File: src/rtl/periph_bus_pkg.sv
// Shared encodings for the peripheral register bus arbiter.
// Holds width codes, the FSM state type and the timeout counter sizing.
package periph_bus_pkg;

    localparam logic [1:0] TXN_BYTE = 2'b00;
    localparam logic [1:0] TXN_HALF = 2'b01;
    localparam logic [1:0] TXN_WORD = 2'b10;
    localparam logic [1:0] TXN_NONE = 2'b11;

    typedef enum logic [1:0] {
        ST_IDLE = 2'd0,
        ST_WR   = 2'd1,
        ST_RD   = 2'd2,
        ST_RESP = 2'd3
    } state_e;

    localparam int DEFAULT_TIMEOUT = 255;

    function automatic int to_cnt_w(input int timeout);
        return $clog2(timeout + 1);
    endfunction

    localparam int TO_CNT_W = to_cnt_w(DEFAULT_TIMEOUT);

endpackage

File: src/rtl/txn_data_mask.sv
// Zero-extends read data to the transaction width (byte, half or word).
// Shared with the SPI bridge wrapper so both sides mask identically.
module txn_data_mask
    import periph_bus_pkg::*;
(
    input  logic [31:0] data_in,
    input  logic [1:0]  code,
    output logic [31:0] data_out
);

    always_comb begin
        data_out = '0;
        case (code)
            TXN_BYTE: data_out = {24'h0, data_in[7:0]};
            TXN_HALF: data_out = {16'h0, data_in[15:0]};
            TXN_WORD: data_out = data_in;
            default:  data_out = '0;
        endcase
    end

endmodule

File: src/rtl/periph_bus_arbiter.sv
// Two-requester round-robin arbiter and sequencer for the peripheral register bus.
// All outputs are registered; reads the peripheral never acknowledges are aborted with err.
module periph_bus_arbiter
    import periph_bus_pkg::*;
#(
    parameter int ADDR_W  = 6,
    parameter int DATA_W  = 32,
    parameter int TIMEOUT = 255
) (
    input  logic              clk,
    input  logic              rst_n,
    input  logic [ADDR_W-1:0] r0_addr,
    input  logic [DATA_W-1:0] r0_wdata,
    input  logic [1:0]        r0_write_n,
    input  logic [1:0]        r0_read_n,
    output logic [DATA_W-1:0] r0_rdata,
    output logic              r0_ready,
    output logic              r0_err,
    input  logic [ADDR_W-1:0] r1_addr,
    input  logic [DATA_W-1:0] r1_wdata,
    input  logic [1:0]        r1_write_n,
    input  logic [1:0]        r1_read_n,
    output logic [DATA_W-1:0] r1_rdata,
    output logic              r1_ready,
    output logic              r1_err,
    output logic [ADDR_W-1:0] p_address,
    output logic [DATA_W-1:0] p_data_in,
    output logic [1:0]        p_data_write_n,
    output logic [1:0]        p_data_read_n,
    input  logic [DATA_W-1:0] p_data_out,
    input  logic              p_data_ready,
    output logic              busy
);

    localparam int CNT_W = to_cnt_w(TIMEOUT);
    localparam logic [CNT_W-1:0] TO_LIMIT = CNT_W'(TIMEOUT);

    state_e            state_q, state_d;
    logic              sel_q, sel_d;
    logic              last_grant_q, last_grant_d;
    logic [1:0]        served_q, served_d;
    logic [ADDR_W-1:0] addr_q, addr_d;
    logic [DATA_W-1:0] wdata_q, wdata_d;
    logic [1:0]        code_q, code_d;
    logic [CNT_W-1:0]  cnt_q, cnt_d;
    logic [1:0]        wr_n_q, wr_n_d;
    logic [1:0]        rd_n_q, rd_n_d;
    logic [1:0]        ready_q, ready_d;
    logic [1:0]        err_q, err_d;
    logic [DATA_W-1:0] rdata0_q, rdata0_d;
    logic [DATA_W-1:0] rdata1_q, rdata1_d;
    logic              busy_q, busy_d;

    logic [1:0]        pend, elig;
    logic              grant_sel;
    logic [ADDR_W-1:0] req_addr;
    logic [DATA_W-1:0] req_wdata;
    logic [1:0]        req_wn, req_rn;
    logic [DATA_W-1:0] masked;
    logic [CNT_W-1:0]  cnt_inc;

    txn_data_mask u_mask (
        .data_in  (p_data_out),
        .code     (code_q),
        .data_out (masked)
    );

    // The requester served in the last RESP is still holding its request for one cycle.
    always_comb begin
        pend[0]   = (r0_write_n != TXN_NONE) || (r0_read_n != TXN_NONE);
        pend[1]   = (r1_write_n != TXN_NONE) || (r1_read_n != TXN_NONE);
        elig      = pend & ~served_q;
        grant_sel = (elig == 2'b11) ? ~last_grant_q : elig[1];
        req_addr  = grant_sel ? r1_addr    : r0_addr;
        req_wdata = grant_sel ? r1_wdata   : r0_wdata;
        req_wn    = grant_sel ? r1_write_n : r0_write_n;
        req_rn    = grant_sel ? r1_read_n  : r0_read_n;
        cnt_inc   = cnt_q + CNT_W'(1);
    end

    always_comb begin
        state_d      = state_q;
        sel_d        = sel_q;
        last_grant_d = last_grant_q;
        served_d     = served_q;
        addr_d       = addr_q;
        wdata_d      = wdata_q;
        code_d       = code_q;
        cnt_d        = cnt_q;
        wr_n_d       = TXN_NONE;
        rd_n_d       = TXN_NONE;
        ready_d      = '0;
        err_d        = '0;
        rdata0_d     = '0;
        rdata1_d     = '0;
        case (state_q)
            ST_IDLE: begin
                served_d = '0;
                cnt_d    = '0;
                if (|elig) begin
                    sel_d        = grant_sel;
                    last_grant_d = grant_sel;
                    addr_d       = req_addr;
                    wdata_d      = req_wdata;
                    if (req_wn != TXN_NONE) begin
                        code_d  = req_wn;
                        wr_n_d  = req_wn;
                        state_d = ST_WR;
                    end else begin
                        code_d  = req_rn;
                        rd_n_d  = req_rn;
                        state_d = ST_RD;
                    end
                end
            end
            ST_WR: begin
                ready_d[sel_q] = 1'b1;
                state_d        = ST_RESP;
            end
            ST_RD: begin
                cnt_d = cnt_inc;
                if (p_data_ready) begin
                    ready_d[sel_q] = 1'b1;
                    if (sel_q) rdata1_d = masked;
                    else       rdata0_d = masked;
                    cnt_d   = '0;
                    state_d = ST_RESP;
                end else if (cnt_inc == TO_LIMIT) begin
                    ready_d[sel_q] = 1'b1;
                    err_d[sel_q]   = 1'b1;
                    cnt_d          = '0;
                    state_d        = ST_RESP;
                end else begin
                    rd_n_d = code_q;
                end
            end
            ST_RESP: begin
                served_d = sel_q ? 2'b10 : 2'b01;
                cnt_d    = '0;
                state_d  = ST_IDLE;
            end
            default: state_d = ST_IDLE;
        endcase
        busy_d = (state_d != ST_IDLE);
    end

    always_ff @(posedge clk or negedge rst_n) begin
        if (!rst_n) begin
            state_q      <= ST_IDLE;
            sel_q        <= 1'b0;
            last_grant_q <= 1'b1;
            served_q     <= '0;
            addr_q       <= '0;
            wdata_q      <= '0;
            code_q       <= TXN_NONE;
            cnt_q        <= '0;
            wr_n_q       <= TXN_NONE;
            rd_n_q       <= TXN_NONE;
            ready_q      <= '0;
            err_q        <= '0;
            rdata0_q     <= '0;
            rdata1_q     <= '0;
            busy_q       <= 1'b0;
        end else begin
            state_q      <= state_d;
            sel_q        <= sel_d;
            last_grant_q <= last_grant_d;
            served_q     <= served_d;
            addr_q       <= addr_d;
            wdata_q      <= wdata_d;
            code_q       <= code_d;
            cnt_q        <= cnt_d;
            wr_n_q       <= wr_n_d;
            rd_n_q       <= rd_n_d;
            ready_q      <= ready_d;
            err_q        <= err_d;
            rdata0_q     <= rdata0_d;
            rdata1_q     <= rdata1_d;
            busy_q       <= busy_d;
        end
    end

    assign p_address      = addr_q;
    assign p_data_in      = wdata_q;
    assign p_data_write_n = wr_n_q;
    assign p_data_read_n  = rd_n_q;
    assign r0_ready       = ready_q[0];
    assign r1_ready       = ready_q[1];
    assign r0_err         = err_q[0];
    assign r1_err         = err_q[1];
    assign r0_rdata       = rdata0_q;
    assign r1_rdata       = rdata1_q;
    assign busy           = busy_q;

endmodule

File: config.mk
export PLATFORM = sky130hd
export DESIGN_NAME = periph_bus_arbiter
export DESIGN_NICKNAME = d
export VERILOG_FILES = /design/src/rtl/periph_bus_pkg.sv /design/src/rtl/txn_data_mask.sv /design/src/rtl/periph_bus_arbiter.sv
export SDC_FILE = /design/constraint.sdc
export NUM_CORES = 1
export LEC_CHECK = 0
export BUFFER_PORTS_ARGS = -buffer_cell sky130_fd_sc_hd__buf_2
export CAP_MARGIN = 5
export CORE_AREA = 4 4 128 130
export CTS_CLUSTER_DIAMETER = 100
export DETAILED_ROUTE_END_ITERATION = 10
export DIE_AREA = 0 0 132 134
export SLEW_MARGIN = 25
export SYNTH_ARGS = -nofsm -noshare
export SYNTH_HDL_FRONTEND = slang
export SYNTH_SLANG_ARGS = --single-unit
File: constraint.sdc
create_clock -name clk -period 1.73 [get_ports clk]
set_clock_uncertainty 0.05 [all_clocks]
set_input_delay 0 -clock clk [delete_from_list [all_inputs] [get_ports clk]]
set_output_delay 0 -clock clk [all_outputs]
set_load 0.01 [all_outputs]
==> metrics.csv, run 1 <==
metric;value;unit
vias post-DR;4959;
Core Area;0.0151;sq mm
sum of negative setup slack;-0.0144;ns
relative slew slack;68.0;%
CP max stage delay;0.44;ns
unrepaired setup endpoints after global routing;true;
largest family of logic cells by synthesized area;simple AND/OR/NAND/NOR gates;
# clock sinks;127;
DRC violations left;0;
final worst path period need;1.74;ns
PnR worst setup slack;-0.0144;ns
Antenna Violating Nets Remaining;0;
Setup-failing EPs final;1;
commonest non-fill, non-tap cell in the layout;buf_2;
DRT Pass-1 Iters;4;
grt ovf;0;
die outline width;132;microns
Worst setup EP type;flip-flop;
vias in the first global route;5140;
Worst Path Arrival;1.98;ns
Tot GR Track Use;17.9;%
initial antenna violation count;0;
Placer Congestion;0.834;
Seq/Total Area, Yosys;60.3;%
CP Launch Type;flip-flop;
row count;45;
Post-Synth XOR/XNOR Area;0.497;%
Hold WS;0.0467;ns
#FFs+latches synth;127;
Total Die Area;0.0177;sq mm
DIE HEIGHT;134;microns
slowest CP cell;dfrtp_2;
worst-skew pair later-pin latency;0.41;ns
most frequent cells in the layout;228 x buf_2, 118 x dfrtp_1, 117 x dlygate4sd3_1;
violated checks;negative setup slack;
Tcrit/Tclk final;101;%
Initial DRC Count;166;
CP Cell Sequence;a41o_1 -> a21oi_4 -> buf_4 -> clkbuf_16 -> mux2i_1 -> o21ai_0;
Layout Nets;964;
Antenna diodes;0;
PwrDens;1510;mW/mm^2
critical path required time;1.96;ns
prevailing post-synth register cell;dfrtp_1;
status;finished, violations left;
met3 routed WL;1030;microns
post-synthesis adder-cell area fraction;1.42;%
length of routed met2 wiring;8500;microns
count of pins over their slew limit;0;
clk buf depth;2;
global-route wire length before repair;25500;microns
simple-gate portion of the synthesized area;17.0;%
worst-case vdd ir drop;815;uV
cell count after synthesis;466;
final hold vios;0;
TritonCTS Buffers;17;
Highest Signal Layer;met4;
number of synthesized flops with an enable pin;0;
Syn Area/Cell;11.3;sq um
Synth async-reset ratio;100;%
Post-Syn Nets;591;
critical path type;reg -> reg;
CP Max Fanout;20;
PnR Total Power;0.0133;W
Clock H-tree levels;4;
mux cell area share after synthesis;7.95;%
number of port buffers;229;
Routed WL per cell;16.1;microns
CTS tree;yes;
WL final;16700;microns
Root Driver;clkbuf_16;
Syn. warnings;0;
largest net degree at the start of global routing;59;
share of layout cells above drive strength 1;38.1;%
area grow syn2layout;65.5;%
Worst-path clk slew;0.06;ns
io pins;230;
fillers;1221;
dpl ws;0.00757;ns
Worst Path Buf+Inv;2;
Min-Delay Path Class;in -> reg;
Worst-Margin Slew;0.480;ns
Max-cap violations;0;
Starting Density;34.9;%
Metal-1 WL;6660;microns
Static Leak;4.69;nW
f_max;573;MHz
vias per cell;4.77;
Netlist cell types;51;
Post-DP HPWL;10500;microns
compound-cell area share of the yosys netlist;9.63;%
Syn Std Cell Area;0.00529;sq mm
crit-path leading delay family;compound AO/OA/AOI/OAI gates;
==> worst min-delay path: stages <==
cell and delay, ns:
buf_2 0.14, inv_1 0.08, nor3_1 0.05, a31oi_1 0.16, o21ai_1 0.07
==> cell usage after synthesis, types with 4 or more instances <==
master / count / area [sq um]
and3_1: 48 / 300
and2_1: 17 / 106
nor2b_1: 6 / 37.5
clkbuf_1: 12 / 45.0
a21o_1: 4 / 30.0
dfrtp_1: 120 / 3000
nand2b_1: 4 / 25.0
o21ai_1: 31 / 155
inv_1: 5 / 18.8
nor3_1: 5 / 25.0
buf_2: 6 / 30.0
a31oi_1: 5 / 31.3
dfstp_2: 7 / 184
mux2i_1: 42 / 420
a21oi_1: 4 / 20.0
o21ai_0: 19 / 95.1
ha_1: 6 / 75.1
nand2_1: 62 / 233
nor2_1: 15 / 56.3
==> per-layer routing <==
metal  vias up  GRT usage (%)
met1      2343           20.0
met5         -              0
met2       208           31.7
li1       2370              -
met3        38           5.21
met4         0           8.23
==> power by group <==
part | leakage (nW) | internal, W | switching [W]
logic | 2.74 | 0.00260 | 0.00295
clock network | 0.289 | 0.00224 | 0.00131
registers | 1.67 | 0.00374 | 0.000423
total | 4.69 | 0.00858 | 0.00468
==> worst paths after layout <==
| kind | from | end | slack (ns) | depth (start not counted) |
|---|---|---|---|---|
| worst max-delay path | served_q[1] | p_address[5] | -0.01 | 6 |
| worst min-delay path | r0_write_n[1] | code_q[1] | 0.05 | 5 |
| worst max register to register | served_q[1] | p_address[5] | -0.01 | 6 |
| worst min register to register | p_data_in[29] | p_data_in[29] | 0.43 | 2 |
| max in group asynchronous | rst_n | r1_rdata[12] | 0.91 | 3 |
| min in group asynchronous | rst_n | p_address[1] | 0.06 | 2 |
==> per-stage QoR <==
stage	cell area, sq um	instances	util [%]
after floorplan	5290	466	-
after global placement	6810	885	45.0
after detailed placement	6810	885	45.0
after CTS	8590	1034	56.7
after global routing	8750	1040	57.8
final	8750	1040	57.8
==> repair_timing <==
action	4_1_cts	5_1_grt
hold buffers	117	0
pin swaps	0	4
setup buffers	0	4
gates resized for setup	1	19
cloned	0	2
endpoints found under the setup margin	1	27
endpoints found under the hold margin	234	0
==> cell families (layout without fill, tap and decap cells) <==
logic type,Yosys count,count (layout)
and+or+nand+nor,173,173
DFF,127,127
AOI/OAI and AO/OA,84,84
muxes,42,42
buffers and inverters,31,417
adders and majority gates,6,6
xor gates and xnor gates,3,3
==> flip-flops by register name, indices dropped and copies added (netlist names), 2 cells and up <==
| name | count |
|---|---|
| cnt_q | 8 |
| ready_q | 2 |
| p_data_write_n | 2 |
| code_q | 2 |
| p_data_read_n | 2 |
| served_q | 2 |
| state_q | 2 |
| err_q | 2 |
| p_data_in | 32 |
| p_address | 6 |
| r0_rdata | 32 |
| r1_rdata | 32 |
==> layout make-up <==
class | instances | area, sq um | share of cell area (%)
Multi-Input combinational cell | 308 | 2030 | 23.2
Clock inverter | 12 | 133 | 1.52
Timing Repair Buffer | 380 | 2680 | 30.6
Sequential cell | 127 | 3190 | 36.4
Tap cell | 188 | 235 | 2.69
Clock buffer | 20 | 467 | 5.33
Inverter | 5 | 18.8 | 0.214
(Power assumes the default switching activity.)
==> run 2: changes to the inputs <==
--- a/config.mk
+++ b/config.mk
@@ -7,10 +7,10 @@
 export LEC_CHECK = 0
 export BUFFER_PORTS_ARGS = -buffer_cell sky130_fd_sc_hd__buf_2
 export CAP_MARGIN = 5
-export CORE_AREA = 4 4 128 130
+export CORE_AREA = 4 4 145 133
 export CTS_CLUSTER_DIAMETER = 100
 export DETAILED_ROUTE_END_ITERATION = 10
-export DIE_AREA = 0 0 132 134
+export DIE_AREA = 0 0 149 137
 export SLEW_MARGIN = 25
 export SYNTH_ARGS = -nofsm -noshare
 export SYNTH_HDL_FRONTEND = slang
==> constraint.sdc (replaced) <==
create_clock -name clk -period 1.6 [get_ports clk]
set_clock_uncertainty 0.05 [all_clocks]
set_input_delay 0 -clock clk [delete_from_list [all_inputs] [get_ports clk]]
set_output_delay 0 -clock clk [all_outputs]
set_load 0.01 [all_outputs]
==> run 2 against run 1 <==
- the flow still finishes with violations (negative setup slack)
- utilization is 5.1 points lower
- first-iteration DRC count is 22% lower
- critical path depth is 2 higher
- setup slack worse by 0.045 ns
- final area is 6.0% higher
- critical path type unchanged
==> metrics.csv, run 2 (same netlist as run 1, synthesis figures left out) <==
metric;value;unit;change
vias per cell;4.47;;was 4.77
DRT Pass-1 Iters;4;;unchanged
DIE HEIGHT;137;microns;was 134 microns
vias post-DR;4982;;was 4959
WL final;17200;microns;was 16700 microns
most frequent cells in the layout;228 x buf_2, 119 x dfrtp_1, 118 x dlygate4sd3_1;;was 228 x buf_2, 118 x dfrtp_1, 117 x dlygate4sd3_1
Starting Density;30.0;%;was 34.9%
worst-skew pair later-pin latency;0.41;ns;about the same
sum of negative setup slack;-0.442;ns;was -0.0144 ns
Worst Setup SP;cnt_q[0];;was served_q[1]
Layout Nets;985;;was 964
RR Startpoint;cnt_q[0];;was served_q[1]
PnR worst setup slack;-0.0594;ns;was -0.0144 ns
Placer Congestion;0.788;;was 0.834
Tcrit/Tclk final;104;%;was 101%
DRC violations left;0;;unchanged
fillers;1484;;was 1221
Worst setup EP type;flip-flop;;unchanged
die outline width;149;microns;was 132 microns
initial antenna violation count;0;;unchanged
CP Max Fanout;3;;was 20
final hold vios;0;;unchanged
Min-Delay Path Class;in -> async;;was in -> reg
Routed WL per cell;15.5;microns;was 16.1 microns
Max-cap violations;0;;unchanged
io pins;230;;unchanged
Root Driver;clkbuf_16;;unchanged
Worst Path Arrival;1.91;ns;was 1.98 ns
number of port buffers;229;;unchanged
Worst-path clk slew;0.06;ns;about the same
Setup-failing EPs final;14;;was 1
largest net degree at the start of global routing;52;;was 59
slowest CP cell;dfrtp_1;;was dfrtp_2
crit-path leading delay family;flip-flops;;was compound AO/OA/AOI/OAI gates
CTS tree;yes;;unchanged
Tot GR Track Use;16.3;%;was 17.9%
CP max stage delay;0.42;ns;was 0.44 ns
critical path type;reg -> reg;;unchanged
relative slew slack;68.1;%;was 68.0%
commonest non-fill, non-tap cell in the layout;buf_2;;unchanged
Worst-Margin Slew;0.479;ns;was 0.480 ns
grt ovf;0;;unchanged
vias in the first global route;5214;;was 5140
worst-case vdd ir drop;1040;uV;was 815 uV
Core Area;0.0176;sq mm;was 0.0151 sq mm
violated checks;negative setup slack;;unchanged
count of pins over their slew limit;0;;unchanged
Static Leak;4.85;nW;was 4.69 nW
status;finished, violations left;;unchanged
PwrDens;1690;mW/mm^2;was 1510 mW/mm^2
Clock H-tree levels;4;;unchanged
Post-DP HPWL;10500;microns;about the same
row count;46;;was 45
CP Cell Sequence;inv_1 -> ha_2 -> and4_4 -> nand3_4 -> o21ai_4 -> buf_6 -> o21bai_1 -> a21o_1;;was a41o_1 -> a21oi_4 -> buf_4 -> clkbuf_16 -> mux2i_1 -> o21ai_0
area grow syn2layout;75.5;%;was 65.5%
CP Launch Type;flip-flop;;unchanged
critical path required time;1.86;ns;was 1.96 ns
global-route wire length before repair;26000;microns;was 25500 microns
Total Die Area;0.0204;sq mm;was 0.0177 sq mm
Worst Path Buf+Inv;2;;unchanged
Initial DRC Count;129;;was 166
share of layout cells above drive strength 1;41.4;%;was 38.1%
TritonCTS Buffers;17;;unchanged
final worst path period need;1.66;ns;was 1.74 ns
# clock sinks;127;;unchanged
Antenna Violating Nets Remaining;0;;unchanged
dpl ws;-0.0627;ns;was 0.00757 ns
unrepaired setup endpoints after global routing;true;;unchanged
f_max;603;MHz;was 573 MHz
clk buf depth;2;;unchanged
-- run 2: cell types whose count changed in the layout (fill, tap and decap cells not counted), moves of 3 or more --
| cell | change |
|---|---|
| mux2i_4 | +4 |
| mux2i_1 | -5 |
| buf_6 | +4 |
| ha_1 | -3 |
| o21ai_1 | +13 |
| nor2_1 | -5 |
| buf_12 | +6 |
| o21ai_0 | -13 |
| nor2_2 | +4 |
| buf_4 | +9 |
-- run 2: per-stage QoR --
stage	total power [W]	std cells	util, %	hold WS, ns	area, sq um
4_1_cts	0.0150	1109	51.3	0.0360	9030
3_3_place_gp	0.0102	954	40.3	-0.0542	7090
3_5_place_dp	0.0103	954	40.3	-0.0539	7090
5_1_grt	0.0167	1113	52.7	0.0736	9280
6_report	0.0157	1114	52.7	0.0465	9280
2_1_floorplan	0.00785	466	-	-0.346	5300
-- run 2: per-layer routing --
| metal | global-route usage [%] | part of all wire, % |
|---|---|---|
| met5 | 0 | 0 |
| met4 | 6.81 | 2.5 |
| met3 | 6.62 | 7.5 |
| met2 | 26.5 | 49 |
| met1 | 19.2 | 41 |
-- run 2: timing repair --
| item | 4_1_cts | 5_1_grt |
|---|---|---|
| cloned | 0 | 3 |
| endpoints found under the setup margin | 12 | 116 |
| hold buffers | 118 | 0 |
| pin swaps | 3 | 3 |
| setup buffers | 5 | 1 |
| resized for setup | 24 | 41 |
| endpoints found under the hold margin | 230 | 0 |
-- run 2: final cells by class --
type	count	area [sq um]	area share, %
antenna	1	2.50	0.0270
clock buffer	20	447	4.81
clock inverter	12	183	1.97
inverter	5	18.8	0.202
multi-input combinational	308	2190	23.6
sequential	127	3190	34.3
tap	240	300	3.24
timing repair buffer	401	2950	31.8
-- run 2: worst paths after layout --
path,end,slack (ns),cells after the start
max in group asynchronous,p_address[5],0.82,3
max,cnt_q[2],-0.06,8
min in group clk,r1_rdata[15],0.29,3
max reg2reg,cnt_q[2],-0.06,8
min,r1_rdata[0],0.05,2
min reg2reg,p_data_in[5],0.43,2
-- run 2: worst reg2reg max path, cell delays in order (launching register included) --
cell and delay, ns:
dfrtp_1 0.42, inv_1 0.08, ha_2 0.17, and4_4 0.24
nand3_4 0.09, o21ai_4 0.17, buf_6 0.13, o21bai_1 0.05
a21o_1 0.15
-- run 2: where the power goes --
group / switching (W) / total, W / internal, W
Combinational: 0.00350 / 0.00713 / 0.00363
Sequential: 0.000425 / 0.00446 / 0.00404
Clock: 0.00145 / 0.00411 / 0.00266
==> run 3: changes to the inputs <==
==> constraint.sdc (replaced) <==
create_clock -name clk -period 1.9 [get_ports clk]
set_clock_uncertainty 0.05 [all_clocks]
set_input_delay 0 -clock clk [delete_from_list [all_inputs] [get_ports clk]]
set_output_delay 0 -clock clk [all_outputs]
set_load 0.01 [all_outputs]
==> run 3 against run 2 <==
- die area is the same
- the flow now finishes without violations
- largest cell class unchanged
- count of clock-buffer cells in the layout shrank 1
- routed wire length shrank 9.1%
==> metrics.csv, run 3 (same netlist as run 1, synthesis figures left out) <==
metric;value;unit;change
fillers;1582;;was 1484
PwrDens;1370;mW/mm^2;was 1690 mW/mm^2
Antenna Violating Nets Remaining;0;;unchanged
critical path required time;2.18;ns;was 1.86 ns
CTS tree;yes;;unchanged
f_max;574;MHz;was 603 MHz
worst-skew pair later-pin latency;0.41;ns;about the same
row count;46;;unchanged
DIE HEIGHT;137;microns;unchanged
Clock H-tree levels;4;;unchanged
clk buf depth;2;;unchanged
WL final;15700;microns;was 17200 microns
io pins;230;;unchanged
worst-case vdd ir drop;742;uV;was 1040 uV
sum of negative setup slack;0;ns;was -0.442 ns
Placer Congestion;0.731;;was 0.788
final hold vios;0;;unchanged
Worst Setup SP;cnt_q[2];;was cnt_q[0]
vias post-DR;4783;;was 4982
area grow syn2layout;63.5;%;was 75.5%
Tcrit/Tclk final;91.7;%;was 104%
Initial DRC Count;218;;was 129
initial antenna violation count;0;;unchanged
number of port buffers;229;;unchanged
Setup-failing EPs final;0;;was 14
Worst Path Arrival;2.02;ns;was 1.91 ns
CP Launch Type;flip-flop;;unchanged
Core Area;0.0176;sq mm;unchanged
unrepaired setup endpoints after global routing;false;;was true
final worst path period need;1.74;ns;was 1.66 ns
TritonCTS Buffers;17;;unchanged
# clock sinks;127;;unchanged
Antenna diodes;0;;was 1
Routed WL per cell;14.6;microns;was 15.5 microns
CP Max Fanout;5;;was 3
Root Driver;clkbuf_16;;unchanged
Static Leak;4.61;nW;was 4.85 nW
CP Cell Sequence;nand3_2 -> xor2_2 -> o21ai_1 -> nand4b_1 -> a211o_1;;was inv_1 -> ha_2 -> and4_4 -> nand3_4 -> o21ai_4 -> buf_6 -> o21bai_1 -> a21o_1
die outline width;149;microns;unchanged
Tot GR Track Use;15.5;%;was 16.3%
commonest non-fill, non-tap cell in the layout;buf_2;;unchanged
critical path type;reg -> reg;;unchanged
slowest CP cell;dfrtp_1;;unchanged
RR Startpoint;cnt_q[2];;was cnt_q[0]
grt ovf;0;;unchanged
share of layout cells above drive strength 1;35.7;%;was 41.4%
path depth of the worst reg2reg path;5;;was 8
count of pins over their slew limit;0;;unchanged
most frequent cells in the layout;228 x buf_2, 120 x dfrtp_1, 116 x dlygate4sd3_1;;was 228 x buf_2, 119 x dfrtp_1, 118 x dlygate4sd3_1
status;finished clean;;was finished, violations left
Layout Nets;946;;was 985
DRC violations left;0;;unchanged
global-route wire length before repair;25300;microns;was 26000 microns
largest net degree at the start of global routing;59;;was 52
Worst-Margin Slew;0.465;ns;was 0.479 ns
R2R setup slack;0.16;ns;was -0.06 ns
relative slew slack;68.2;%;was 68.1%
Worst setup EP type;flip-flop;;unchanged
vias in the first global route;4997;;was 5214
Max-cap violations;0;;unchanged
vias per cell;4.45;;was 4.47
dpl ws;0.0976;ns;was -0.0627 ns
Worst-path clk slew;0.06;ns;about the same
FF-to-FF End;p_data_read_n[0];;was cnt_q[2]
Starting Density;30.0;%;unchanged
CP max stage delay;0.47;ns;was 0.42 ns
PnR worst setup slack;0.157;ns;was -0.0594 ns
Total Die Area;0.0204;sq mm;unchanged
Min-Delay Path Class;in -> async;;unchanged
DRT Pass-1 Iters;4;;unchanged
Post-DP HPWL;10200;microns;was 10500 microns
run 3: worst max-delay path, delay by kind of cell, from the launching register on:
kind | cells | cell delay, ns
flip-flops | 1 | 0.47
XOR/XNOR | 1 | 0.30
AO/OA/AOI/OAI | 2 | 0.45
AND/OR/NAND/NOR | 2 | 0.39
run 3: worst max-delay path by stage:
stage	slack, ns	depth (start not counted)	endpoint
after global routing	0.02	6	r0_rdata[16]
after global placement	0.10	6	cnt_q[2]
after floorplan	0.27	6	cnt_q[2]
final	0.16	5	p_data_read_n[0]
after detailed placement	0.1	6	cnt_q[2]
after CTS	0.08	6	cnt_q[2]
run 3: per-stage QoR:
stage | cell area, sq um | hold WS (ns) | total power, W | util (%) | cells
2_1_floorplan | 5290 | -0.346 | 0.00661 | - | 466
3_3_place_gp | 6790 | -0.121 | 0.00801 | 38.5 | 925
3_5_place_dp | 6790 | -0.120 | 0.00807 | 38.5 | 925
4_1_cts | 8600 | 0.00141 | 0.0119 | 48.8 | 1073
5_1_grt | 8650 | 0.0220 | 0.0126 | 49.1 | 1074
6_report | 8650 | 0.00251 | 0.0118 | 49.1 | 1074
run 3: layout make-up:
class	instances	area (sq um)	share of cell area (%)
Multi-Input combinational cell	308	1990	23.0
Sequential cell	127	3190	36.9
Inverter	5	18.8	0.217
Clock buffer	19	443	5.12
Tap cell	240	300	3.47
Clock inverter	13	210	2.43
Timing Repair Buffer	362	2500	28.9
run 3: report_power, final:
part	leakage (nW)	internal [W]	total [W]	switching, W
registers	1.67	0.00340	0.00380	0.000401
logic	2.62	0.00199	0.00444	0.00245
clock network	0.314	0.00237	0.00357	0.00120
total	4.61	0.00776	0.0118	0.00406
run 3: metal layers:
layer / share of wire, % / vias up / GRT usage (%)
met3: 7.6 / 28 / 4.90
met5: 0 / - / 0
met4: 1.9 / 0 / 5.49
li1: - / 2330 / -
met1: 44 / 2231 / 19.9
met2: 46 / 194 / 24.8
run 3: what timing repair did:
item                                    4_1_cts  5_1_grt
endpoints found under the hold margin       236        0
gates resized for setup                       0        8
endpoints found under the setup margin        0       21
hold buffers                                116        0
setup buffers                                 0        1
